## src/rtl/stream_header_framer.sv

```systemverilog
// ---------------------------------------------------------------------------
// stream_header_framer
//
// Buffers a valid/ready sample stream in a small FIFO and re-emits it as
// framed packets: HDR_LEN header words, the payload words, then an optional
// checksum trailer (sum of the payload words, modulo 2^W).
//
// Ports
//   clk      : clock, rising edge
//   rst_n    : asynchronous active-low reset (synchronous release expected)
//   s_data   : input payload word
//   s_valid  : input word valid
//   s_last   : input word is the final payload word of its frame
//   s_ready  : FIFO can accept a word this cycle
//   m_data   : framed output word
//   m_valid  : output word valid
//   m_ready  : downstream accepts the output word
//   m_sof    : output word is the first header word of a frame
//   m_last   : output word is the final word of a frame
//   len_err  : one-cycle pulse when a frame is force-closed at MAX_LEN
// ---------------------------------------------------------------------------
module stream_header_framer #(
    parameter int           W          = 16,
    parameter int           HDR_LEN    = 3,
    parameter logic [W-1:0] HDR_WORD   = W'(16'hFFFF),
    parameter int           FIFO_DEPTH = 8,
    parameter int           MAX_LEN    = 1024,
    parameter bit           TRAILER_EN = 1'b1,
    parameter bit           SEQ_EN     = 1'b0
) (
    input  logic         clk,
    input  logic         rst_n,
    input  logic [W-1:0] s_data,
    input  logic         s_valid,
    input  logic         s_last,
    output logic         s_ready,
    output logic [W-1:0] m_data,
    output logic         m_valid,
    input  logic         m_ready,
    output logic         m_sof,
    output logic         m_last,
    output logic         len_err
);

    localparam int AW = $clog2(FIFO_DEPTH);
    localparam int CW = $clog2(FIFO_DEPTH + 1);
    localparam int LW = $clog2(MAX_LEN + 1);

    localparam logic [3:0]    HDR_LAST = 4'(HDR_LEN - 1);
    localparam logic [LW-1:0] PAY_LAST = LW'(MAX_LEN - 1);
    localparam logic [CW-1:0] FULL_CNT = CW'(FIFO_DEPTH);

    typedef enum logic [1:0] {
        IDLE = 2'd0,
        HDR  = 2'd1,
        PAY  = 2'd2,
        TRL  = 2'd3
    } state_t;

    // ------------------------------------------------------------------
    // Payload FIFO: each entry stores {last, data}
    // ------------------------------------------------------------------
    logic [W:0]    mem [FIFO_DEPTH];
    logic [AW-1:0] wr_ptr_reg;
    logic [AW-1:0] rd_ptr_reg;
    logic [CW-1:0] count_reg;
    logic [CW-1:0] count_next;
    logic          ready_reg;
    logic          push;
    logic          pop;
    logic          fifo_empty;
    logic [W:0]    head;

    // Framer state and output register
    state_t        state_reg;
    logic [3:0]    hdr_idx_reg;
    logic [LW-1:0] pay_cnt_reg;
    logic [W-1:0]  csum_reg;
    logic [W-1:0]  seq_reg;
    logic [W-1:0]  m_data_reg;
    logic          m_valid_reg;
    logic          m_sof_reg;
    logic          m_last_reg;
    logic          len_err_reg;

    logic          load_en;
    logic          at_max;
    logic          frame_end;
    logic [W-1:0]  hdr_word;

    // Full is judged on the registered count only, so a pop in the same
    // cycle never frees a slot for a simultaneous write.
    assign push       = s_valid && ready_reg;
    assign fifo_empty = (count_reg == '0);
    assign head       = mem[rd_ptr_reg];

    // The output register takes a new word whenever it is empty or its
    // current word is being consumed.
    assign load_en = !m_valid_reg || m_ready;
    assign pop     = (state_reg == PAY) && load_en && !fifo_empty;

    assign at_max    = (pay_cnt_reg == PAY_LAST);
    assign frame_end = head[W] || at_max;

    // With SEQ_EN the final header word carries the frame sequence number.
    assign hdr_word = (SEQ_EN && (hdr_idx_reg == HDR_LAST)) ? seq_reg : HDR_WORD;

    always_comb begin
        count_next = count_reg;
        if (push && !pop) begin
            count_next = count_reg + CW'(1);
        end else if (!push && pop) begin
            count_next = count_reg - CW'(1);
        end
    end

    // Storage array carries no reset; flushing is done through the pointers.
    always_ff @(posedge clk) begin
        if (push) begin
            mem[wr_ptr_reg] <= {s_last, s_data};
        end
    end

    always_ff @(posedge clk or negedge rst_n) begin
        if (!rst_n) begin
            wr_ptr_reg <= '0;
            rd_ptr_reg <= '0;
            count_reg  <= '0;
            ready_reg  <= 1'b0;
        end else begin
            if (push) begin
                wr_ptr_reg <= wr_ptr_reg + AW'(1);
            end
            if (pop) begin
                rd_ptr_reg <= rd_ptr_reg + AW'(1);
            end
            count_reg <= count_next;
            ready_reg <= (count_next != FULL_CNT);
        end
    end

    // ------------------------------------------------------------------
    // Framer FSM with registered outputs
    // ------------------------------------------------------------------
    always_ff @(posedge clk or negedge rst_n) begin
        if (!rst_n) begin
            state_reg   <= IDLE;
            hdr_idx_reg <= '0;
            pay_cnt_reg <= '0;
            csum_reg    <= '0;
            seq_reg     <= '0;
            m_data_reg  <= '0;
            m_valid_reg <= 1'b0;
            m_sof_reg   <= 1'b0;
            m_last_reg  <= 1'b0;
            len_err_reg <= 1'b0;
        end else begin
            len_err_reg <= 1'b0;

            if (m_valid_reg && m_ready && m_last_reg) begin
                seq_reg <= seq_reg + W'(1);
            end

            case (state_reg)
                IDLE: begin
                    if (load_en) begin
                        m_valid_reg <= 1'b0;
                        m_sof_reg   <= 1'b0;
                        m_last_reg  <= 1'b0;
                    end
                    hdr_idx_reg <= '0;
                    pay_cnt_reg <= '0;
                    csum_reg    <= '0;
                    if (!fifo_empty) begin
                        state_reg <= HDR;
                    end
                end

                HDR: begin
                    if (load_en) begin
                        m_valid_reg <= 1'b1;
                        m_data_reg  <= hdr_word;
                        m_sof_reg   <= (hdr_idx_reg == 4'd0);
                        m_last_reg  <= 1'b0;
                        if (hdr_idx_reg == HDR_LAST) begin
                            state_reg <= PAY;
                        end else begin
                            hdr_idx_reg <= hdr_idx_reg + 4'd1;
                        end
                    end
                end

                PAY: begin
                    if (load_en) begin
                        if (!fifo_empty) begin
                            m_valid_reg <= 1'b1;
                            m_data_reg  <= head[W-1:0];
                            m_sof_reg   <= 1'b0;
                            csum_reg    <= csum_reg + head[W-1:0];
                            pay_cnt_reg <= pay_cnt_reg + LW'(1);
                            if (frame_end) begin
                                m_last_reg <= !TRAILER_EN;
                                // Only a close caused by the length limit is an error.
                                len_err_reg <= !head[W];
                                if (TRAILER_EN) begin
                                    state_reg <= TRL;
                                end else begin
                                    state_reg <= IDLE;
                                end
                            end else begin
                                m_last_reg <= 1'b0;
                            end
                        end else begin
                            // Upstream starved: bubble, frame stays open.
                            m_valid_reg <= 1'b0;
                            m_sof_reg   <= 1'b0;
                            m_last_reg  <= 1'b0;
                        end
                    end
                end

                TRL: begin
                    if (load_en) begin
                        m_valid_reg <= 1'b1;
                        m_data_reg  <= csum_reg;
                        m_sof_reg   <= 1'b0;
                        m_last_reg  <= 1'b1;
                        state_reg   <= IDLE;
                    end
                end

                default: begin
                    state_reg <= IDLE;
                end
            endcase
        end
    end

    assign s_ready = ready_reg;
    assign m_data  = m_data_reg;
    assign m_valid = m_valid_reg;
    assign m_sof   = m_sof_reg;
    assign m_last  = m_last_reg;
    assign len_err = len_err_reg;

endmodule

```

## config.mk

```make
export PLATFORM = sky130hd
export DESIGN_NAME = stream_header_framer
export DESIGN_NICKNAME = d
export VERILOG_FILES = /design/src/rtl/stream_header_framer.sv
export SDC_FILE = /design/constraint.sdc
export NUM_CORES = 1
export LEC_CHECK = 0
export BUFFER_PORTS_ARGS = -buffer_cell sky130_fd_sc_hd__buf_4
export CORE_ASPECT_RATIO = 1.5
export CORE_MARGIN = 5
export CORE_UTILIZATION = 35
export CTS_BUF_LIST = sky130_fd_sc_hd__clkbuf_4
export DETAILED_ROUTE_END_ITERATION = 8
export MAX_ROUTING_LAYER = met4
export PLACE_DENSITY = 0.52
export SLEW_MARGIN = 15
export SYNTH_ARGS = -nofsm -noshare
export SYNTH_HDL_FRONTEND = slang
export SYNTH_SLANG_ARGS = --single-unit
```

## constraint.sdc

```tcl
create_clock -name clk -period 8.65 [get_ports clk]
set_input_delay 0.865 -clock clk [delete_from_list [all_inputs] [get_ports clk]]
set_output_delay 0.865 -clock clk [all_outputs]
set_load 0.01 [all_outputs]
```

; Word level (Yosys, flattened, before mapping)
; Memory sizes are Yosys's and may differ from the RTL's.
; Cells that the tools add are included.
[op_classes]
addsub = 7
n_mux = 38
n_reduce_logical = 28
eq_ne = 18
[op_table]
columns = cell, count
row1 = $mux 16, 6
row2 = $pmux 16 s3, 1
row3 = $pmux 16 s2, 1
row4 = $mux 11, 2
row5 = $pmux 11 s2, 1
row6 = $ne 2x2->1 const B, 9
row7 = $add 16x16->16, 1
row8 = $mux 4, 4
row9 = $mux 2, 7
row10 = $add 11x1->11 const B, 1
row11 = $eq 11x10->1 const B, 1
row12 = $mux 1, 11
row13 = $reduce_and 3->1, 3
row14 = $add 4x1->4 const B, 2
row15 = $logic_not 4->1, 2
row16 = $pmux 2 s4, 1
row17 = $pmux 4 s2, 1
row18 = $reduce_and 7->1, 1
row19 = $add 3x1->3 const B, 2
row20 = $ne 2x1->1 const B, 3
row21 = $reduce_or 3->1, 2
row22 = $logic_and 1x1->1, 5
row23 = $logic_not 1->1, 5
row24 = $reduce_and 5->1, 1
row25 = other kinds (13), 18
[word_totals]
n_memories = 1
wordCells = 105
input_bits = 21
ramBits = 136
regBits = 64
out_inout_bits = 21
[memory_table]
columns = memory, depth, word_bits, rd, rd_clocked_by_memory_dff, write_ports, line_no
row1 = mem, 8, 17, 1, 0, 1, 63  ; logic [W:0] mem [FIFO_DEPTH];

; Longest topological paths before layout
; Gate-level depths: netlist (run 1).
[depth]
depth_word = 8
ltp_mapped = 12
ltp_nobuf = 10

; Least setup slack after synthesis (run 1)
; OpenSTA, ideal clock, no wires.
[synth_path]
kind = register to register
startpoint = register rd_ptr_reg[0]
endpoint = register csum_reg[12]
required_time_ps = 8522
path_stages_with_launch = 13
arrival_time_ps = 3164
setup_time_ps = 128
slack_ps = 5358
path_cell_list = dfrtp_1 > buf_4 > buf_2 > mux4_2 > mux2_2 > ha_1 > fa_1 > a21oi_1 > o211ai_1 > and4_1 > a211oi_1 > xor2_1 > o21ai_0
[synth_via]
elab_chain_cells = 5
[synth_rtl]
columns = element, line_no
row1 = from (decl), 65  ; logic [AW-1:0] rd_ptr_reg;
row2 = from (signal assigned), 135  ; rd_ptr_reg <= rd_ptr_reg + AW'(1);
row3 = $mem_v2 8x17, -
row4 = $add 16x16->16, 199  ; csum_reg <= csum_reg + head[W-1:0];
row5 = $mux 16, 195  ; if (!fifo_empty) begin
row6 = $mux 16, 194  ; if (load_en) begin
row7 = $pmux 16 s2, 164  ; case (state_reg)
row8 = to (signal assigned), 199
row9 = to (decl), 78  ; logic [W-1:0] csum_reg;
; Every way passes these cells. The select of a mux whose other input is x is not followed.
; A chain may end at the register's enable or synchronous reset.

; Worst setup path in the final report (run 1)
; Same ends and word-level chain as after synthesis.

==> metrics.yaml, run 1 <==
run_status:
  status: "complete, no violations"
sta:
  rsz0062_at_grt: "no"
  fin_crit_ns: 3.737
  fin_crit_sh: 0.4321
  max_slew_margin: 0.4363
  hold-worst-slack_ns: 0.3538
  fin_skew_ns: 0.02413
  setup_viol: 0
  timing.fmax_mhz: 267.6
  slew_viol_final: 0
  final.setup.tns_ns: 0
  finalHoldViolations: 0
  worst_pin_slew_ns: 0.8456
yosys:
  netlist_instances: 632
  syn_avg_cell_area_um2: 14.12
  syn_nets: 682
  synth_top_area_cell: "edfxtp_1"
  synth-compound-area-share: 0.07318
  synth.area.mux_share: 0.1141
  ys_seq_elements: 200
  seq_area_frac_synth: 0.6370
  syn_area_um2: 8925
  synthSimpleGateAreaFrac: 0.09000
  synth_area_leaders: "edfxtp_1, dfrtp_1, mux4_2"
  synth-xor-area-share: 0.02552
  ys_warn_count: 0
  synth_fa_ha_area_frac: 0.04150
  async_flop_share: 0.3200
  synthFlopType: "edfxtp_1"
  synth_cell_types: 56
  synth_edf_count: 136
  synth_top_family_by_area: "multiplexers"
  synth_top_area_frac: 0.4576
hold_path:
  hold_class: "input port to async pin"
clock_network:
  htreeDepth: 4
  cts_buffers: 17
  cts_buffer_depth: 2
  clock_sinks: 200
  cts-root-buf: "clkbuf_4"
  path_clk_slew_ns: 0.17
  cts_resized: 0
  post_cts_buffers: 0
  clk_latency_ns: 0.60
  cts_tree: "built"
  cts_hold_buf: 0
worst_setup_path:
  crit_chain: "buf_4 -> mux4_2 -> mux2_2 -> ha_1 -> fa_1 -> a21oi_1 -> o211ai_1 -> and4_1 -> a211oi_1 -> xor2_1 -> o21ai_0"
  cp_max_fo: 36
  critPathArrivalTime_ns: 4.21
  crit_type: "flip-flop to flip-flop"
  slowest_delay_ns: 0.58
  worstSetupEndpointType: "flip-flop"
  cp_top_family: "multiplexers"
  reg2reg_depth: 11
  timing.critical_path.buf_inv: 1
  required_ns: 9.12
  r2r-start: "rd_ptr_reg[0]"
  crit_slowest_cell: "mux4_2"
  start_kind: "flip-flop"
  reg2reg_setup_slack_ns: 4.91
  reg2reg_to: "csum_reg[12]"
final_layout:
  final_common_cell: "edfxtp_1"
  layout-drive-gt1-share: 0.2188
  largest_register_ffs: 136
  final_nets: 727
  final_cell_mix: "edfxtp_1, nand2_1, dfrtp_1, buf_4, nor2_1"
  syn_to_final_growth_pct: 10.77
  fillers: 2309
  fin_area_um2: 9886
  finalNonFillerCells: 1019
grt:
  grt_use_met1: 0.1610
  top_usage_layer: "met2"
  grt_max_degree: 65
  grt_pass1_wl_um: 30570
  grt_pass1_vias: 5651
  gr-usage-met2: 0.2495
  grt_overflow: 0
  antenna_found_initial: 1
  grt.total_usage: 0.1422
  grtUsageMet3: 0.02953
power_and_ir_drop:
  p_per_area_nw_per_um2: 350.2
  vdd_ir_drop_max_mv: 0.1200
  leakage_nw: 3.598
drt:
  drt_iter0_drc: 346
  drt-total-wl_um: 18900
  drc: 0
  postRouteAntennaNets: 0
  wl_per_cell_um: 18.54
  viasPerCell: 5.131
  route.vias.total: 5228
  dr.pass1.iters: 4
job:
  maxCapViolations: 0
die:
  dieArea_um2: 28860
  start_util: 0.3550
  core_area_um2: 25140
  die_h_um: 205.6
  num_rows: 71
  die_x_um: 140.4
  io-pin-count: 42
placed_design:
  placed_area_um2: 9634
  place.gp.congestion: 0.8177
  dp_hpwl_um: 12320
  port_buffers: 41
  place_inst: 986
==> worst reg2reg max path, delay by kind of cell, from the launching register on <==
family / cells / cell delay (ns)
and+or+nand+nor: 1 / 0.23
AOI/OAI and AO/OA: 4 / 0.77
adders and majority gates: 2 / 0.67
xor gates and xnor gates: 1 / 0.17
buffers and inverters: 1 / 0.55
DFF: 1 / 0.37
muxes: 2 / 0.88
==> per-layer routing <==
layer | vias to the layer above | share of wire
met5 | - | 0
met1 | 2636 | 0.41
li1 | 2479 | -
met4 | 0 | 0.015
met2 | 93 | 0.54
met3 | 20 | 0.034
==> area by class of cell <==
class	count	area (um2)	area share
Antenna cell	1	2.502	0.0002531
Clock buffer	17	127.6	0.01291
Clock inverter	15	121.4	0.01228
Inverter	10	37.54	0.003797
Multi-Input combinational cell	393	3087	0.3122
Sequential cell	200	5687	0.5752
Tap cell	328	410.4	0.04151
Timing Repair Buffer	55	412.9	0.04177
==> logic make-up (layout without fill, tap and decap cells) <==
group / count (synthesis) / in the layout
compound gates: 109 / 109
xor+xnor: 26 / 26
mux: 57 / 57
flops: 200 / 200
simple gates: 172 / 172
buf+inv: 39 / 97
other cells: 0 / 1
fa+ha+maj: 29 / 29
==> per-stage QoR <==
stage	total power, W	setup WS [ns]	utilization
final	0.003462	4.913	0.3932
after global routing	0.003756	4.554	0.3932
after CTS	0.003526	4.884	0.3931
after detailed placement	0.003068	4.891	0.3832
after global placement	0.003040	4.888	0.3832
after floorplan	0.002583	5.358	-
==> worst max-delay path by stage <==
stage,from,end,slack (ns),depth (start not counted)
floorplan,rd_ptr_reg[0],csum_reg[12],5.36,12
detailed placement,rd_ptr_reg[0],csum_reg[12],4.89,11
global placement,rd_ptr_reg[0],csum_reg[12],4.89,11
finish,rd_ptr_reg[0],csum_reg[12],4.91,11
CTS,rd_ptr_reg[0],csum_reg[12],4.88,11
global route,rd_ptr_reg[0],csum_reg[11],4.55,10
==> synthesized netlist by cell type, drive strengths merged (10+ instances only) <==
cell type	number
a21oi	36
a31oi	21
buf	14
clkbuf	15
dfrtp	64
edfxtp	136
ha	28
inv	10
mux2	18
mux4	34
nand2	65
nand3	25
nor2	44
nor3	10
o21ai	26
xnor2	11
xor2	15
==> where the power goes <==
| part | switching, W | internal (W) | total (W) |
|---|---|---|---|
| Clock | 0.000327 | 0.000120 | 0.000447 |
| Sequential | 0.000108 | 0.00124 | 0.00135 |
| Combinational | 0.000971 | 0.000692 | 0.00166 |
| Total | 0.00141 | 0.00206 | 0.00346 |
(Power assumes the default switching activity.)
==> run 2, diff against run 1 <==
Clock period 8.65 ns to 3.5 ns, I/O delays scaled along.
==> run 2 against run 1 <==
First-iteration DRC count decreased by 24%. Global-route usage increased by 0.17 points. Count of clock-buffer cells in the layout increased by 1. Critical path depth unchanged. Largest cell class unchanged. Via count increased by 2.7%. Maximum frequency increased by 14%. Die area unchanged. Clock skew decreased by 0.0034 ns. Setup slack got worse by 4.7 ns.
==> metrics.yaml, run 2 (synthesized netlist as in run 1, its figures left out) <==
worst_setup_path:
  required_ns: 3.99  # was 9.12 ns
  crit_slowest_cell: "mux4_2"  # unchanged
  reg2reg_setup_slack_ns: 0.23  # was 4.91 ns
  crit_type: "flip-flop to flip-flop"  # unchanged
  start_kind: "flip-flop"  # unchanged
  slowest_delay_ns: 0.50  # was 0.58 ns
  cp_max_fo: 15  # was 36
  crit_chain: "buf_4 -> clkbuf_16 -> mux4_2 -> mux2_2 -> ha_1 -> a21oi_1 -> nor2_1 -> a2111oi_1 -> a21oi_2 -> mux2i_1 -> o211ai_1"  # was buf_4 -> mux4_2 -> mux2_2 -> ha_1 -> fa_1 -> a21oi_1 -> o211ai_1 -> and4_1 -> a211oi_1 -> xor2_1 -> o21ai_0
  critPathArrivalTime_ns: 3.76  # was 4.21 ns
  worstSetupEndpointType: "flip-flop"  # unchanged
power_and_ir_drop:
  combPwrFrac: 0.475  # was 0.480
  vdd_ir_drop_max_mv: 0.3308  # was 0.1200 mV
  seq_power_share: 0.376  # was 0.391
  p_per_area_nw_per_um2: 878.1  # was 350.2 nW/um2
  p_int_w: 0.005453  # was 0.002057 W
  power.switching_w: 0.003567  # was 0.001406 W
  swShare: 0.3955  # was 0.4060
  leakage_nw: 3.772  # was 3.598 nW
  clkPwrFrac: 0.149  # was 0.129
clock_network:
  clock_sinks: 200  # unchanged
  cts-root-buf: "clkbuf_4"  # unchanged
  cts_buffers: 17  # unchanged
  cts_tree: "built"  # unchanged
  path_clk_slew_ns: 0.16  # was 0.17 ns
  htreeDepth: 4  # unchanged
  clk_latency_ns: 0.60  # about the same
  cts_buffer_depth: 2  # unchanged
sta:
  worst_pin_slew_ns: 0.8858  # was 0.8456 ns
  slew_viol_final: 0  # unchanged
  max_slew_margin: 0.4095  # was 0.4363
  fin_crit_ns: 3.269  # was 3.737 ns
  fin_skew_ns: 0.02071  # was 0.02413 ns
  setup_viol: 0  # unchanged
  fin_crit_sh: 0.9341  # was 0.4321
  fin_ws_ns: 0.2305  # was 4.913 ns
  finalHoldViolations: 0  # unchanged
  final.setup.tns_ns: 0  # unchanged
  timing.fmax_mhz: 305.9  # was 267.6 MHz
  rsz0062_at_grt: "no"  # unchanged
drt:
  wl_per_cell_um: 18.84  # was 18.54 um
  dr.pass1.iters: 4  # unchanged
  viasPerCell: 5.119  # was 5.131
  drt_iter0_drc: 262  # was 346
  drc: 0  # unchanged
  drt-total-wl_um: 19760  # was 18900 um
  postRouteAntennaNets: 0  # unchanged
  route.vias.total: 5370  # was 5228
grt:
  gr-usage-met2: 0.2524  # was 0.2495
  grt_max_degree: 65  # unchanged
  top_usage_layer: "met2"  # unchanged
  grt_pass1_wl_um: 31090  # was 30570 um
  antenna_found_initial: 1  # unchanged
  grtUsageMet3: 0.02837  # was 0.02953
  grt_overflow: 0  # unchanged
  grt_use_met1: 0.1654  # was 0.1610
  grt_pass1_vias: 5656  # was 5651
  grt.total_usage: 0.1439  # was 0.1422
final_layout:
  syn_to_final_growth_pct: 15.08  # was 10.77%
  layout-drive-gt1-share: 0.2306  # was 0.2188
  final_cell_mix: "edfxtp_1, nand2_1, buf_4, dfrtp_1, nor2_1"  # was edfxtp_1, nand2_1, dfrtp_1, buf_4, nor2_1
  fin_util: 0.4086  # was 0.3932
  largest_register_ffs: 136  # unchanged
  final_nets: 757  # was 727
  final_common_cell: "edfxtp_1"  # unchanged
placed_design:
  preCtsSetupSlack_ns: 0.06300  # was 4.891 ns
  place.gp.congestion: 0.8793  # was 0.8177
  port_buffers: 41  # unchanged
  dp_hpwl_um: 13050  # was 12320 um
die:
  die_h_um: 205.6  # unchanged
  dieArea_um2: 28860  # unchanged
  io-pin-count: 42  # unchanged
  num_rows: 71  # unchanged
  core_area_um2: 25140  # unchanged
  die_x_um: 140.4  # unchanged
  start_util: 0.3550  # unchanged
run_status:
  status: "complete, no violations"  # unchanged
job:
  maxCapViolations: 0  # unchanged
hold_path:
  hold_class: "input port to flip-flop"  # was input port to async pin
run 2: cell count changes in the layout (fill, tap and decap cells not counted), moves of 3 or more:
cell           change
bufinv_16          +3
clkinv_2           -4
dlygate4sd3_1     +18
buf_4             +10
run 2: final timing paths:
check / from / to / depth (start not counted)
setup / recovery: rd_ptr_reg[0] / csum_reg[15] / 11
hold / removal: s_valid / wr_ptr_reg[0] / 4
setup reg to reg: rd_ptr_reg[0] / csum_reg[15] / 11
hold reg to reg: m_last / m_last / 2
max in group asynchronous: rst_n / rd_ptr_reg[0] / 2
min in group asynchronous: rst_n / m_valid / 2
run 2: repair_timing:
action | in CTS | in global routing
hold buffers | 18 | 0
gates resized for setup | 0 | 3
endpoints found under the hold margin | 200 | 0
setup buffers | 0 | 2
endpoints found under the setup margin | 0 | 6
run 2: layout make-up:
class | instances | area (um2)
fill | 2314 | 14870
inverter | 10 | 37.54
multi-input combinational | 393 | 3098
sequential | 200 | 5687
clock buffer | 18 | 135.1
tap | 328 | 410.4
clock inverter | 14 | 187.7
timing repair buffer | 85 | 713.2
antenna | 1 | 2.502
run 2: critical path, delay by kind of cell (launching register included):
family          cells  cell delay (ns)
mux                 3             1.00
compound gates      4             0.91
flops               1             0.48
buf+inv             2             0.36
fa+ha+maj           1             0.34
simple gates        1             0.08
run 2: per-stage QoR:
| stage | hold slack, ns | power (W) | area [um2] | cells |
|---|---|---|---|---|
| floorplan | 0.05441 | 0.006385 | 8925 | 632 |
| global placement | 0.4671 | 0.007590 | 9714 | 995 |
| detailed placement | 0.4744 | 0.007675 | 9714 | 995 |
| CTS | 0.01419 | 0.009051 | 10220 | 1045 |
| global route | 0.03544 | 0.009687 | 10270 | 1049 |
| finish | 0.09133 | 0.009019 | 10270 | 1049 |
run 2: power groups by stage:
| stage | Clock, W | Sequential (W) | Combinational [W] |
|---|---|---|---|
| 4_1_cts | 0.00140 | 0.00341 | 0.00424 |
| 3_3_place_gp | 0 | 0.00345 | 0.00415 |
| 6_report | 0.00134 | 0.00340 | 0.00428 |
| 3_5_place_dp | 0 | 0.00347 | 0.00421 |
| 2_1_floorplan | 0 | 0.00339 | 0.00300 |
| 5_1_grt | 0.00148 | 0.00346 | 0.00475 |
run 2: per-layer routing:
metal / vias up / share of wire
met2: 71 / 0.54
met4: 0 / 0.016
met3: 19 / 0.025
met5: - / 0
met1: 2739 / 0.42
li1: 2541 / -
